[src/rtl/blob_bbox_tracker.sv]
// Scans one stored frame through a synchronous frame memory, thresholds pixels inside an ROI,
// and reports hit count, bounding box and centre touch point with a one-cycle ready pulse.
module blob_bbox_tracker #(
   parameter int HSIZE     = 640,
   parameter int VSIZE     = 480,
   parameter int PIX_W     = 8,
   parameter int CW        = 10,
   parameter int AW        = 18,
   parameter int MIN_COUNT = 16
) (
   input  logic             clock,
   input  logic             reset,
   input  logic             frame_available,
   input  logic [PIX_W-1:0] threshold,
   input  logic [CW-1:0]    roi_tl_h,
   input  logic [CW-1:0]    roi_tl_v,
   input  logic [CW-1:0]    roi_br_h,
   input  logic [CW-1:0]    roi_br_v,
   output logic [AW-1:0]    bin_index,
   input  logic [PIX_W-1:0] pixel_val,
   output logic             busy,
   output logic [CW-1:0]    bbox_min_h,
   output logic [CW-1:0]    bbox_min_v,
   output logic [CW-1:0]    bbox_max_h,
   output logic [CW-1:0]    bbox_max_v,
   output logic [19:0]      hit_count,
   output logic             touch,
   output logic [CW-1:0]    touch_h,
   output logic [CW-1:0]    touch_v,
   output logic             touch_ready
);

   typedef enum logic [1:0] {IDLE, SCAN, DRAIN, DONE} state_t;

   localparam logic [CW-1:0] H_LAST   = CW'(HSIZE - 1);
   localparam logic [CW-1:0] V_LAST   = CW'(VSIZE - 1);
   localparam logic [AW-1:0] ROW_STEP = AW'(HSIZE);
   localparam logic [19:0]   MIN_CNT  = 20'(MIN_COUNT);

   function automatic logic [19:0] sat_inc(input logic [19:0] c);
      return (c == 20'hFFFFF) ? c : c + 20'd1;
   endfunction

   function automatic logic [CW-1:0] midpoint(input logic [CW-1:0] a, input logic [CW-1:0] b);
      logic [CW:0] s;
      s = {1'b0, a} + {1'b0, b};
      return s[CW:1];
   endfunction

   state_t           state_q, state_d;
   logic             pending_q, pending_d, scan_end_q, scan_end_d;
   logic [CW-1:0]    h_q, h_d, v_q, v_d;
   logic [AW-1:0]    row_q, row_d, bin_index_q, bin_index_d;
   logic             vld_p0_q, vld_p0_d, vld_p1_q, vld_p1_d;
   logic             busy_q, busy_d, touch_ready_q, touch_ready_d;
   logic [19:0]      cnt_q, cnt_d, hit_count_q, hit_count_d;
   logic [CW-1:0]    min_h_q, min_h_d, min_v_q, min_v_d, max_h_q, max_h_d, max_v_q, max_v_d;
   logic [CW-1:0]    bbox_min_h_q, bbox_min_h_d, bbox_min_v_q, bbox_min_v_d;
   logic [CW-1:0]    bbox_max_h_q, bbox_max_h_d, bbox_max_v_q, bbox_max_v_d;
   logic             touch_q, touch_d;
   logic [CW-1:0]    touch_h_q, touch_h_d, touch_v_q, touch_v_d;
   logic [PIX_W-1:0] thr_q, thr_d;
   logic [CW-1:0]    tl_h_q, tl_h_d, tl_v_q, tl_v_d, br_h_q, br_h_d, br_v_q, br_v_d;
   logic [CW-1:0]    h_p0_q, h_p0_d, v_p0_q, v_p0_d, h_p1_q, h_p1_d, v_p1_q, v_p1_d;
   logic             start, hit;

   always_comb begin
      start = (state_q == IDLE) && (frame_available || pending_q);
      hit   = vld_p1_q && (pixel_val >= thr_q)
              && (h_p1_q >= tl_h_q) && (h_p1_q <= br_h_q)
              && (v_p1_q >= tl_v_q) && (v_p1_q <= br_v_q);
   end

   always_comb begin
      state_d       = state_q;
      pending_d     = pending_q;
      scan_end_d    = scan_end_q;
      h_d           = h_q;
      v_d           = v_q;
      row_d         = row_q;
      bin_index_d   = bin_index_q;
      vld_p0_d      = 1'b0;
      vld_p1_d      = vld_p0_q;
      busy_d        = (state_q == SCAN);
      touch_ready_d = 1'b0;
      cnt_d         = cnt_q;
      min_h_d       = min_h_q;
      min_v_d       = min_v_q;
      max_h_d       = max_h_q;
      max_v_d       = max_v_q;
      hit_count_d   = hit_count_q;
      bbox_min_h_d  = bbox_min_h_q;
      bbox_min_v_d  = bbox_min_v_q;
      bbox_max_h_d  = bbox_max_h_q;
      bbox_max_v_d  = bbox_max_v_q;
      touch_d       = touch_q;
      touch_h_d     = touch_h_q;
      touch_v_d     = touch_v_q;
      thr_d         = start ? threshold : thr_q;
      tl_h_d        = start ? roi_tl_h : tl_h_q;
      tl_v_d        = start ? roi_tl_v : tl_v_q;
      br_h_d        = start ? roi_br_h : br_h_q;
      br_v_d        = start ? roi_br_v : br_v_q;
      // address stage coordinates, then the stage aligned with pixel_val
      h_p0_d        = h_q;
      v_p0_d        = v_q;
      h_p1_d        = h_p0_q;
      v_p1_d        = v_p0_q;

      if (hit) begin
         cnt_d = sat_inc(cnt_q);
         if (h_p1_q < min_h_q) min_h_d = h_p1_q;
         if (v_p1_q < min_v_q) min_v_d = v_p1_q;
         if (h_p1_q > max_h_q) max_h_d = h_p1_q;
         if (v_p1_q > max_v_q) max_v_d = v_p1_q;
      end

      if (frame_available && (state_q != IDLE)) pending_d = 1'b1;

      case (state_q)
         IDLE: begin
            if (start) begin
               state_d    = SCAN;
               pending_d  = 1'b0;
               scan_end_d = 1'b0;
               h_d        = '0;
               v_d        = '0;
               row_d      = '0;
               cnt_d      = '0;
               min_h_d    = '1;
               min_v_d    = '1;
               max_h_d    = '0;
               max_v_d    = '0;
            end
         end
         SCAN: begin
            if (scan_end_q) begin
               state_d = DRAIN;
            end else begin
               bin_index_d = row_q + AW'(h_q);
               vld_p0_d    = 1'b1;
               if (h_q == H_LAST) begin
                  h_d        = '0;
                  v_d        = v_q + CW'(1);
                  row_d      = row_q + ROW_STEP;
                  scan_end_d = (v_q == V_LAST);
               end else begin
                  h_d = h_q + CW'(1);
               end
            end
         end
         DRAIN: begin
            // the final pixel lands on this edge, so results come from the next-state accumulators
            state_d       = DONE;
            touch_ready_d = 1'b1;
            hit_count_d   = cnt_d;
            if (cnt_d == '0) begin
               bbox_min_h_d = '0;
               bbox_min_v_d = '0;
               bbox_max_h_d = '0;
               bbox_max_v_d = '0;
               touch_d      = 1'b0;
               touch_h_d    = '0;
               touch_v_d    = '0;
            end else begin
               bbox_min_h_d = min_h_d;
               bbox_min_v_d = min_v_d;
               bbox_max_h_d = max_h_d;
               bbox_max_v_d = max_v_d;
               touch_d      = (cnt_d >= MIN_CNT);
               touch_h_d    = midpoint(min_h_d, max_h_d);
               touch_v_d    = midpoint(min_v_d, max_v_d);
            end
         end
         DONE:    state_d = IDLE;
         default: state_d = IDLE;
      endcase
   end

   always_ff @(posedge clock or negedge reset) begin
      if (!reset) begin
         state_q       <= IDLE;
         pending_q     <= 1'b0;
         scan_end_q    <= 1'b0;
         h_q           <= '0;
         v_q           <= '0;
         row_q         <= '0;
         bin_index_q   <= '0;
         vld_p0_q      <= 1'b0;
         vld_p1_q      <= 1'b0;
         busy_q        <= 1'b0;
         touch_ready_q <= 1'b0;
         cnt_q         <= '0;
         min_h_q       <= '0;
         min_v_q       <= '0;
         max_h_q       <= '0;
         max_v_q       <= '0;
         hit_count_q   <= '0;
         bbox_min_h_q  <= '0;
         bbox_min_v_q  <= '0;
         bbox_max_h_q  <= '0;
         bbox_max_v_q  <= '0;
         touch_q       <= 1'b0;
         touch_h_q     <= '0;
         touch_v_q     <= '0;
      end else begin
         state_q       <= state_d;
         pending_q     <= pending_d;
         scan_end_q    <= scan_end_d;
         h_q           <= h_d;
         v_q           <= v_d;
         row_q         <= row_d;
         bin_index_q   <= bin_index_d;
         vld_p0_q      <= vld_p0_d;
         vld_p1_q      <= vld_p1_d;
         busy_q        <= busy_d;
         touch_ready_q <= touch_ready_d;
         cnt_q         <= cnt_d;
         min_h_q       <= min_h_d;
         min_v_q       <= min_v_d;
         max_h_q       <= max_h_d;
         max_v_q       <= max_v_d;
         hit_count_q   <= hit_count_d;
         bbox_min_h_q  <= bbox_min_h_d;
         bbox_min_v_q  <= bbox_min_v_d;
         bbox_max_h_q  <= bbox_max_h_d;
         bbox_max_v_q  <= bbox_max_v_d;
         touch_q       <= touch_d;
         touch_h_q     <= touch_h_d;
         touch_v_q     <= touch_v_d;
      end
   end

   always_ff @(posedge clock) begin
      thr_q  <= thr_d;
      tl_h_q <= tl_h_d;
      tl_v_q <= tl_v_d;
      br_h_q <= br_h_d;
      br_v_q <= br_v_d;
      h_p0_q <= h_p0_d;
      v_p0_q <= v_p0_d;
      h_p1_q <= h_p1_d;
      v_p1_q <= v_p1_d;
   end

   assign bin_index   = bin_index_q;
   assign busy        = busy_q;
   assign bbox_min_h  = bbox_min_h_q;
   assign bbox_min_v  = bbox_min_v_q;
   assign bbox_max_h  = bbox_max_h_q;
   assign bbox_max_v  = bbox_max_v_q;
   assign hit_count   = hit_count_q;
   assign touch       = touch_q;
   assign touch_h     = touch_h_q;
   assign touch_v     = touch_v_q;
   assign touch_ready = touch_ready_q;

endmodule

[config.mk]
export PLATFORM = sky130hd
export DESIGN_NAME = blob_bbox_tracker
export DESIGN_NICKNAME = d
export VERILOG_FILES = /design/src/rtl/blob_bbox_tracker.sv
export SDC_FILE = /design/constraint.sdc
export NUM_CORES = 1
export LEC_CHECK = 0
export CAP_MARGIN = 10
export CORE_ASPECT_RATIO = 0.5
export CORE_MARGIN = 3
export CORE_UTILIZATION = 35
export CTS_CLUSTER_DIAMETER = 100
export DETAILED_ROUTE_END_ITERATION = 6
export PLACE_DENSITY = 0.66
export SYNTH_ARGS = -nofsm -noshare
export SYNTH_HDL_FRONTEND = slang
export SYNTH_SLANG_ARGS = --single-unit
export TNS_END_PERCENT = 20
[constraint.sdc]
create_clock -name clock -period 7.11 [get_ports clock]
set_input_delay 0.711 -clock clock [delete_from_list [all_inputs] [get_ports clock]]
set_output_delay 0.711 -clock clock [all_outputs]
set_load 0.05 [all_outputs]
==> metrics.md, run 1 <==
| Metric | Value |
|---|---|
| Nets | 1674 |
| Sequential fraction of the synthesis area | 51.81% |
| # IOs | 160 |
| Post-Synth Adder-Cell Area | 10.56% |
| CORE AREA | 38290 µm² |
| Initial antenna violation count | 0 |
| Worst path cell trace | inv_1 -> ha_1 -> or3b_2 -> o2111ai_1 -> a31oi_1 -> nor2_1 -> or4_4 -> a21oi_1 -> mux2i_1 -> inv_1 -> ha_1 -> and2_1 -> a2111oi_0 -> o31ai_1 -> o31ai_1 -> xnor2_1 -> a22o_1 |
| Overall die height | 146.9 µm |
| Count of pins over their slew limit | 0 |
| Final hold vios | 0 |
| Final clock skew | 0.02362 ns |
| Worst-margin pin slew | 1.160 ns |
| Worst reg2reg path depth | 17 |
| Post-Layout Cell Count | 2042 |
| Post-synthesis xor/xnor area fraction | 3.657% |
| DRC | 0 |
| Power Dens Cells | 283.2 nW/µm² |
| Synth warnings | 0 |
| Synth Flop Type | dfrtp_1 |
| Share of flip-flops with an asynchronous set or reset | 69.23% |
| Setup violations, final | 0 |
| CP Capture Type | register |
| Status | finished, final reports clean |
| Vias per inst | 5.023 |
| Crit Path Class | reg -> reg |
| Largest family of logic cells by synthesized area | compound AO/OA/AOI/OAI gates |
| Vias post-DR | 10256 |
| Post-Route WL | 34.67 mm |
| Root Driver | clkbuf_16 |
| GRT busiest layer | met2 |
| First-pass GRT wire length | 55.34 mm |
| Post-Syn Instances | 1343 |
| Final min period | 5.748 ns |
| Global routing usage on met3 | 2.078% |
| Post-synth net total | 1518 |
| Dpl cells | 1988 |
| Multi-input combinational cell area | 6012 µm² |
| Largest net degree at the start of global routing | 99 |
| GRT Residual Overflow | 0 |
| Met2 GRT Util | 27.07% |
| Post-synthesis simple-gate area fraction | 13.18% |
| Ant diodes | 0 |
| Final GP Congestion | 0.8608 |
| Post-CTS Hold Buffers | 0 |
| Worst EP required | 7.58 ns |
| Clock latency at the later pin of the worst-skew pair | 0.58 ns |
| Unique masters post-synth | 72 |
| Total leakage power | 0.007897 µW |
| CP max-delay cell | a2111oi_0 |
| Clk buf depth | 3 |
| Commonest non-fill, non-tap cell in the layout | dfrtp_1 |
| Max_cap viols | 0 |
| Final non-filler cell area | 17050 µm² |
| CTS tree | built |
| Vias in the first global route | 10119 |
| Compound-Gate Fraction of Synth Area | 13.33% |
| Worst path buffer plus inverter count | 2 |
| Post-synthesis mux area share | 2.423% |
| Levels on crit path | 17 |
| Post-synth EDFFs | 48 |
| Dpl cell area | 16060 µm² |
| Worst setup margin | 1.362 ns |
| HPWL Detailed | 25.38 mm |
| Family with the most delay on the worst path | compound AO/OA/AOI/OAI gates |
| Postcts setup bufs | 0 |
| Fin crit share | 80.84% |
| Die span in x | 287.8 µm |
| Ratio of cells with drive above 1 in the final layout | 5.782% |
| RSZ-0062 raised after global routing | false |
| Clk slew on worst S/H paths | 0.07 ns |
| Total die area | 42260 µm² |
| Critical path startpoint category | register |
| DR iter-0 viols | 601 |
| Dpl ws | 0.8816 ns |
| Slew HR | 22.37% |
| Max FO, Critical Path | 13 |
| Port bufs | 159 |
| CP arrival | 6.22 ns |
| Met1 usage | 22.23% |
| Commonest non-fill, non-tap cells in the layout | 198 x dfrtp_1, 158 x clkdlybuf4s50_1, 136 x inv_1, 129 x nor2_1, 119 x nand2_1 |
| FF+latch count, synth | 286 |
| Pre-Repair DR Iteration Count | 5 |
| Total global-route track usage | 16.18% |
| Worst min-delay path category | in -> async |
| Synthesized area per cell | 10.34 µm² |
| Slowest cell delay on critical path | 0.91 ns |
| Total negative slack | 0 ns |
| CTS Buf Count | 29 |
| Antenna-violating nets left | 0 |
| Layout Area Growth over Synthesis | 22.72% |
| Initial core utilization | 36.28% |
| FP Rows | 50 |
| Worst VDD drop | 0.1833 mV |
| H-tree levels | 1 |
| Post-CTS resize count | 0 |
| Clock sinks | 286 |
| Reg area | 7197 µm² |
| Peak Freq | 174.0 MHz |
| Per-cell routed wire length | 16.98 µm |
| Netlist Area Pre-Place | 13890 µm² |
| Filler cells | 3609 |
[metrics by stage]
step                      hold WS [ns]  util [%]  power [µW]
after floorplan                 0.3096         -        2868
after global placement          0.3110     41.95        3276
after detailed placement        0.3121     41.95        3301
after CTS                       0.2302     44.53        4875
after global routing            0.2551     44.53        5078
final                           0.1988     44.53        4829
[kinds of logic (layout without fill, tap and decap cells)]
group                    count (synthesis)  in the layout
AO/OA/AOI/OAI                          273            273
adder cells (fa/ha/maj)                116            116
XOR/XNOR                                58             58
AND/OR/NAND/NOR                        393            393
multiplexers                            33             33
buffers and inverters                  184            363
flip-flops                             286            286
[state kept, by name, summed over array words and instances (netlist names), 11 cells and up]
name and flops:
bin_index 18, row_q 11, cnt_q 20, hit_count 20
[synth_stat cells, types with 4 or more instances]
library cell / count / share of area, %
nor3_1: 20 / 0.72
dfrtp_1: 198 / 36
and3_1: 11 / 0.50
o2111ai_1: 4 / 0.25
a21o_1: 15 / 0.81
a21oi_1: 80 / 2.9
ha_1: 114 / 10
edfxtp_1: 48 / 10
a22o_1: 48 / 3.0
o2bb2ai_1: 10 / 0.63
dfxtp_1: 40 / 5.8
nor2b_1: 6 / 0.27
nand2_1: 119 / 3.2
mux2i_1: 28 / 2.0
inv_1: 137 / 3.7
nor4_1: 9 / 0.41
nand2b_1: 12 / 0.54
o31ai_1: 5 / 0.27
nor2_1: 129 / 3.5
nand3_1: 28 / 1.0
and4_1: 6 / 0.38
o211ai_1: 6 / 0.32
xor2_1: 27 / 1.7
and2_1: 13 / 0.59
o21ai_0: 50 / 1.8
a211oi_1: 8 / 0.43
clkbuf_1: 40 / 1.1
xnor2_1: 31 / 2.0
o21a_1: 6 / 0.32
mux2_2: 5 / 0.41
nand4_1: 22 / 0.99
or3_1: 4 / 0.18
a31oi_1: 7 / 0.32
[layout make-up]
cell class | instances | share of cell area, %
sequential | 286 | 42.21
multi-input combinational | 873 | 35.26
timing repair buffer | 170 | 9.841
clock buffer | 35 | 4.873
tap | 520 | 3.816
inverter | 139 | 3.068
clock inverter | 19 | 0.9247
[worst reg2reg max path, stage by stage (launching register included)]
cell       delay (ns)
dfxtp_1          0.39
inv_1            0.17
ha_1             0.31
or3b_2           0.10
o2111ai_1        0.11
a31oi_1          0.56
nor2_1           0.19
or4_4            0.57
a21oi_1          0.52
mux2i_1          0.44
inv_1            0.11
ha_1             0.32
and2_1           0.14
a2111oi_0        0.91
o31ai_1          0.22
o31ai_1          0.29
xnor2_1          0.10
a22o_1           0.19
[layer usage]
layer,routed length (µm),up-vias
met5,0,-
met4,837,0
met3,1150,53
met2,16700,183
met1,15980,5015
li1,-,5005
[worst paths after layout]
kind | from | end | slack [ns]
setup / recovery | v_p1_q[0] | touch_v[8] | 1.36
hold / removal | reset | bin_index[11] | 0.20
setup reg to reg | v_p1_q[0] | touch_v[8] | 1.36
hold reg to reg | h_p0_q[1] | h_p1_q[1] | 0.32
max in group asynchronous | reset | touch_v[0] | 5.69
min in group clock | h_p0_q[1] | h_p1_q[1] | 0.32
[report_power, final]
| group | switching [µW] | total (µW) | internal [µW] | leakage (µW) |
|---|---|---|---|---|
| clock network | 680 | 1560 | 880 | 0.000490 |
| registers | 120 | 2020 | 1900 | 0.00338 |
| logic | 874 | 1250 | 372 | 0.00403 |
Power figures use the tool's default switching activity.
==> run 2, diff against run 1 <==
--- a/config.mk
+++ b/config.mk
@@ -11,7 +11,7 @@
 export CORE_UTILIZATION = 35
 export CTS_CLUSTER_DIAMETER = 100
 export DETAILED_ROUTE_END_ITERATION = 6
-export PLACE_DENSITY = 0.66
+export PLACE_DENSITY = 0.68
 export SYNTH_ARGS = -nofsm -noshare
 export SYNTH_HDL_FRONTEND = slang
 export SYNTH_SLANG_ARGS = --single-unit
==> constraint.sdc (replaced) <==
create_clock -name clock -period 5.1 [get_ports clock]
set_input_delay 0.51 -clock clock [delete_from_list [all_inputs] [get_ports clock]]
set_output_delay 0.51 -clock clock [all_outputs]
set_load 0.05 [all_outputs]
==> metrics.md, run 2 (synthesis results as in run 1) <==
| Metric | Value |
|---|---|
| Ratio of cells with drive above 1 in the final layout | 7.124% (was 5.782%) |
| Post-Layout Cell Count | 2064 (was 2042) |
| Setup violations, final | 0 (unchanged) |
| Clk buf depth | 3 (unchanged) |
| Status | complete, but fails checks (was finished, final reports clean) |
| # IOs | 160 (unchanged) |
| Worst EP required | 5.54 ns (was 7.58 ns) |
| Post-CTS resize count | 0 (unchanged) |
| Post-CTS Hold Buffers | 0 (unchanged) |
| Post-Route WL | 34.26 mm (was 34.67 mm) |
| Die span in x | 287.8 µm (unchanged) |
| Met2 GRT Util | 27.06% (was 27.07%) |
| Nets | 1697 (was 1674) |
| Hold Slack | -0.003722 ns (was 0.1988 ns) |
| CTS tree | built (unchanged) |
| Final min period | 4.753 ns (was 5.748 ns) |
| Peak Freq | 210.4 MHz (was 174.0 MHz) |
| Met1 usage | 21.26% (was 22.23%) |
| Final clock skew | 0.01932 ns (was 0.02362 ns) |
| Port bufs | 159 (unchanged) |
| Worst min-delay path category | in -> async (unchanged) |
| Max_cap viols | 0 (unchanged) |
| CP arrival | 5.20 ns (was 6.22 ns) |
| Failing checks | negative hold slack |
| HPWL Detailed | 24.85 mm (was 25.38 mm) |
| Worst-margin pin slew | 1.224 ns (was 1.160 ns) |
| Per-cell routed wire length | 16.60 µm (was 16.98 µm) |
| Pwr Total | 6641 µW (was 4829 µW) |
| Worst path cell trace | ha_1 -> nor2b_1 -> o211ai_1 -> a21oi_1 -> o21a_1 -> or4_4 -> a21oi_2 -> mux2i_1 -> inv_1 -> ha_1 -> nor2b_1 -> o21ai_0 -> nand2_1 -> and2_1 -> o21ai_0 -> nand2b_1 -> a21o_1 -> a21o_1 -> a21o_1 -> a21oi_1 -> o2bb2ai_1 (was inv_1 -> ha_1 -> or3b_2 -> o2111ai_1 -> a31oi_1 -> nor2_1 -> or4_4 -> a21oi_1 -> mux2i_1 -> inv_1 -> ha_1 -> and2_1 -> a2111oi_0 -> o31ai_1 -> o31ai_1 -> xnor2_1 -> a22o_1) |
| GRT Residual Overflow | 0 (unchanged) |
| CTS Buf Count | 28 (was 29) |
| Filler cells | 3564 (was 3609) |
| FP Rows | 50 (unchanged) |
| Worst VDD drop | 0.2948 mV (was 0.1833 mV) |
| Dpl cells | 2012 (was 1988) |
| Vias per inst | 5.032 (was 5.023) |
| Fin crit share | 93.20% (was 80.84%) |
| Initial antenna violation count | 2 (was 0) |
| Total global-route track usage | 15.88% (was 16.18%) |
| Global routing usage on met3 | 2.558% (was 2.078%) |
| Final GP Congestion | 0.8949 (was 0.8608) |
| First-pass GRT wire length | 54.59 mm (was 55.34 mm) |
| Antenna-violating nets left | 0 (unchanged) |
| Clock sinks | 286 (unchanged) |
| GRT busiest layer | met2 (unchanged) |
| Commonest non-fill, non-tap cell in the layout | dfrtp_1 (unchanged) |
| Slew HR | 18.39% (was 22.37%) |
| Worst reg2reg path depth | 21 (was 17) |
| Crit-path most repeated cell | a21o_1 |
| Initial core utilization | 36.28% (unchanged) |
| CORE AREA | 38290 µm² (unchanged) |
| Overall die height | 146.9 µm (unchanged) |
| CP Capture Type | register (unchanged) |
| Reg2reg end | touch_v[9] (was touch_v[8]) |
| Clk slew on worst S/H paths | 0.06 ns (was 0.07 ns) |
| Vias in the first global route | 10053 (was 10119) |
| Postcts setup bufs | 0 (unchanged) |
| Crit Path Class | reg -> reg (unchanged) |
| Vias post-DR | 10387 (was 10256) |
| Worst r2r src | v_p1_q[1] (was v_p1_q[0]) |
| Largest net degree at the start of global routing | 109 (was 99) |
| Total leakage power | 0.007986 µW (was 0.007897 µW) |
| Clock latency at the later pin of the worst-skew pair | 0.57 ns (was 0.58 ns) |
| H-tree levels | 1 (unchanged) |
| Reg-to-reg slack, setup | 0.35 ns (was 1.36 ns) |
| DRC | 0 (unchanged) |
| Layout Area Growth over Synthesis | 23.79% (was 22.72%) |
| Final hold vios | 1 (was 0) |
| Critical path startpoint category | register (unchanged) |
| Pre-Repair DR Iteration Count | 6 (was 5) |
| DR iter-0 viols | 589 (was 601) |
| Power Dens Cells | 386.2 nW/µm² (was 283.2 nW/µm²) |
| Worst Setup EP | touch_v[9] (was touch_v[8]) |
| Commonest non-fill, non-tap cells in the layout | 198 x dfrtp_1, 158 x clkdlybuf4s50_1, 136 x inv_1, 128 x nor2_1, 119 x nand2_1 (was 198 x dfrtp_1, 158 x clkdlybuf4s50_1, 136 x inv_1, 129 x nor2_1, 119 x nand2_1) |
| Crit path launch | v_p1_q[1] (was v_p1_q[0]) |
| Slowest cell delay on critical path | 0.60 ns (was 0.91 ns) |
| Max FO, Critical Path | 6 (was 13) |
| Ant diodes | 0 (unchanged) |
| End-of-flow core utilization | 44.92% (was 44.53%) |
| Total die area | 42260 µm² (unchanged) |
| Count of pins over their slew limit | 0 (unchanged) |
| Root Driver | clkbuf_16 (unchanged) |
| CP max-delay cell | dfxtp_1 (was a2111oi_0) |
[run 2: worst max-delay path: cells and delay by family, from the launching register on]
kind	cells	cell delay, ns
multiplexers	1	0.25
flip-flops	1	0.60
buffers and inverters	1	0.08
AND/OR/NAND/NOR	6	1.19
AO/OA/AOI/OAI	11	1.82
adder cells (fa/ha/maj)	2	0.68
[run 2: area by class of cell]
type / instances / area [µm²] / share of cell area (%)
Clock buffer: 40 / 815.8 / 4.744
Timing Repair Buffer: 194 / 1871 / 10.88
Tap cell: 520 / 650.6 / 3.783
Clock inverter: 12 / 110.1 / 0.6403
Inverter: 139 / 523.0 / 3.041
Sequential cell: 286 / 7198 / 41.86
Multi-Input combinational cell: 873 / 6028 / 35.06
[run 2: worst min-delay path by stage]
stage	to	slack (ns)	cells past startpoint
after floorplan	bbox_max_h[0]	0.21	0
after global placement	v_p1_q[6]	0.31	0
after detailed placement	h_p1_q[2]	0.31	0
after CTS	row_q[14]	0.03	1
after global routing	row_q[14]	0.05	1
final	bin_index[16]	-0.004	1
[run 2: per-stage QoR]
| step | TNS (ns) | instance area (µm²) | setup WS (ns) |
|---|---|---|---|
| final | 0 | 17200 | 0.3467 |
| after global placement | -0.007575 | 16250 | -0.007575 |
| after detailed placement | -0.1986 | 16250 | -0.09700 |
| after floorplan | 0 | 13890 | 0.01247 |
| after global routing | -0.003610 | 17200 | -0.003610 |
| after CTS | 0 | 17180 | 0.2291 |
[run 2: routing by layer]
metal | share of wire [%] | vias up
li1 | - | 5065
met1 | 45 | 5068
met2 | 48 | 189
met3 | 4.3 | 61
met4 | 2.2 | 4
met5 | 0.041 | -
[run 2: power breakdown]
| part | leakage [µW] | total (µW) | switching [µW] | internal, µW |
|---|---|---|---|---|
| Combinational | 0.00415 | 1740 | 1210 | 521 |
| Clock | 0.000461 | 2080 | 909 | 1170 |
| Sequential | 0.00338 | 2830 | 173 | 2650 |
==> run 3, diff against run 2 <==
--- a/config.mk
+++ b/config.mk
@@ -5,6 +5,7 @@
 export SDC_FILE = /design/constraint.sdc
 export NUM_CORES = 1
 export LEC_CHECK = 0
+export ABC_CLOCK_PERIOD_IN_PS = 5100
 export CAP_MARGIN = 10
 export CORE_ASPECT_RATIO = 0.5
 export CORE_MARGIN = 3
@@ -15,4 +16,4 @@
 export SYNTH_ARGS = -nofsm -noshare
 export SYNTH_HDL_FRONTEND = slang
 export SYNTH_SLANG_ARGS = --single-unit
-export TNS_END_PERCENT = 20
+export TNS_END_PERCENT = 50
==> results of run 3 <==
No change in the layout: final DEF, timing and power equal those of run 2.
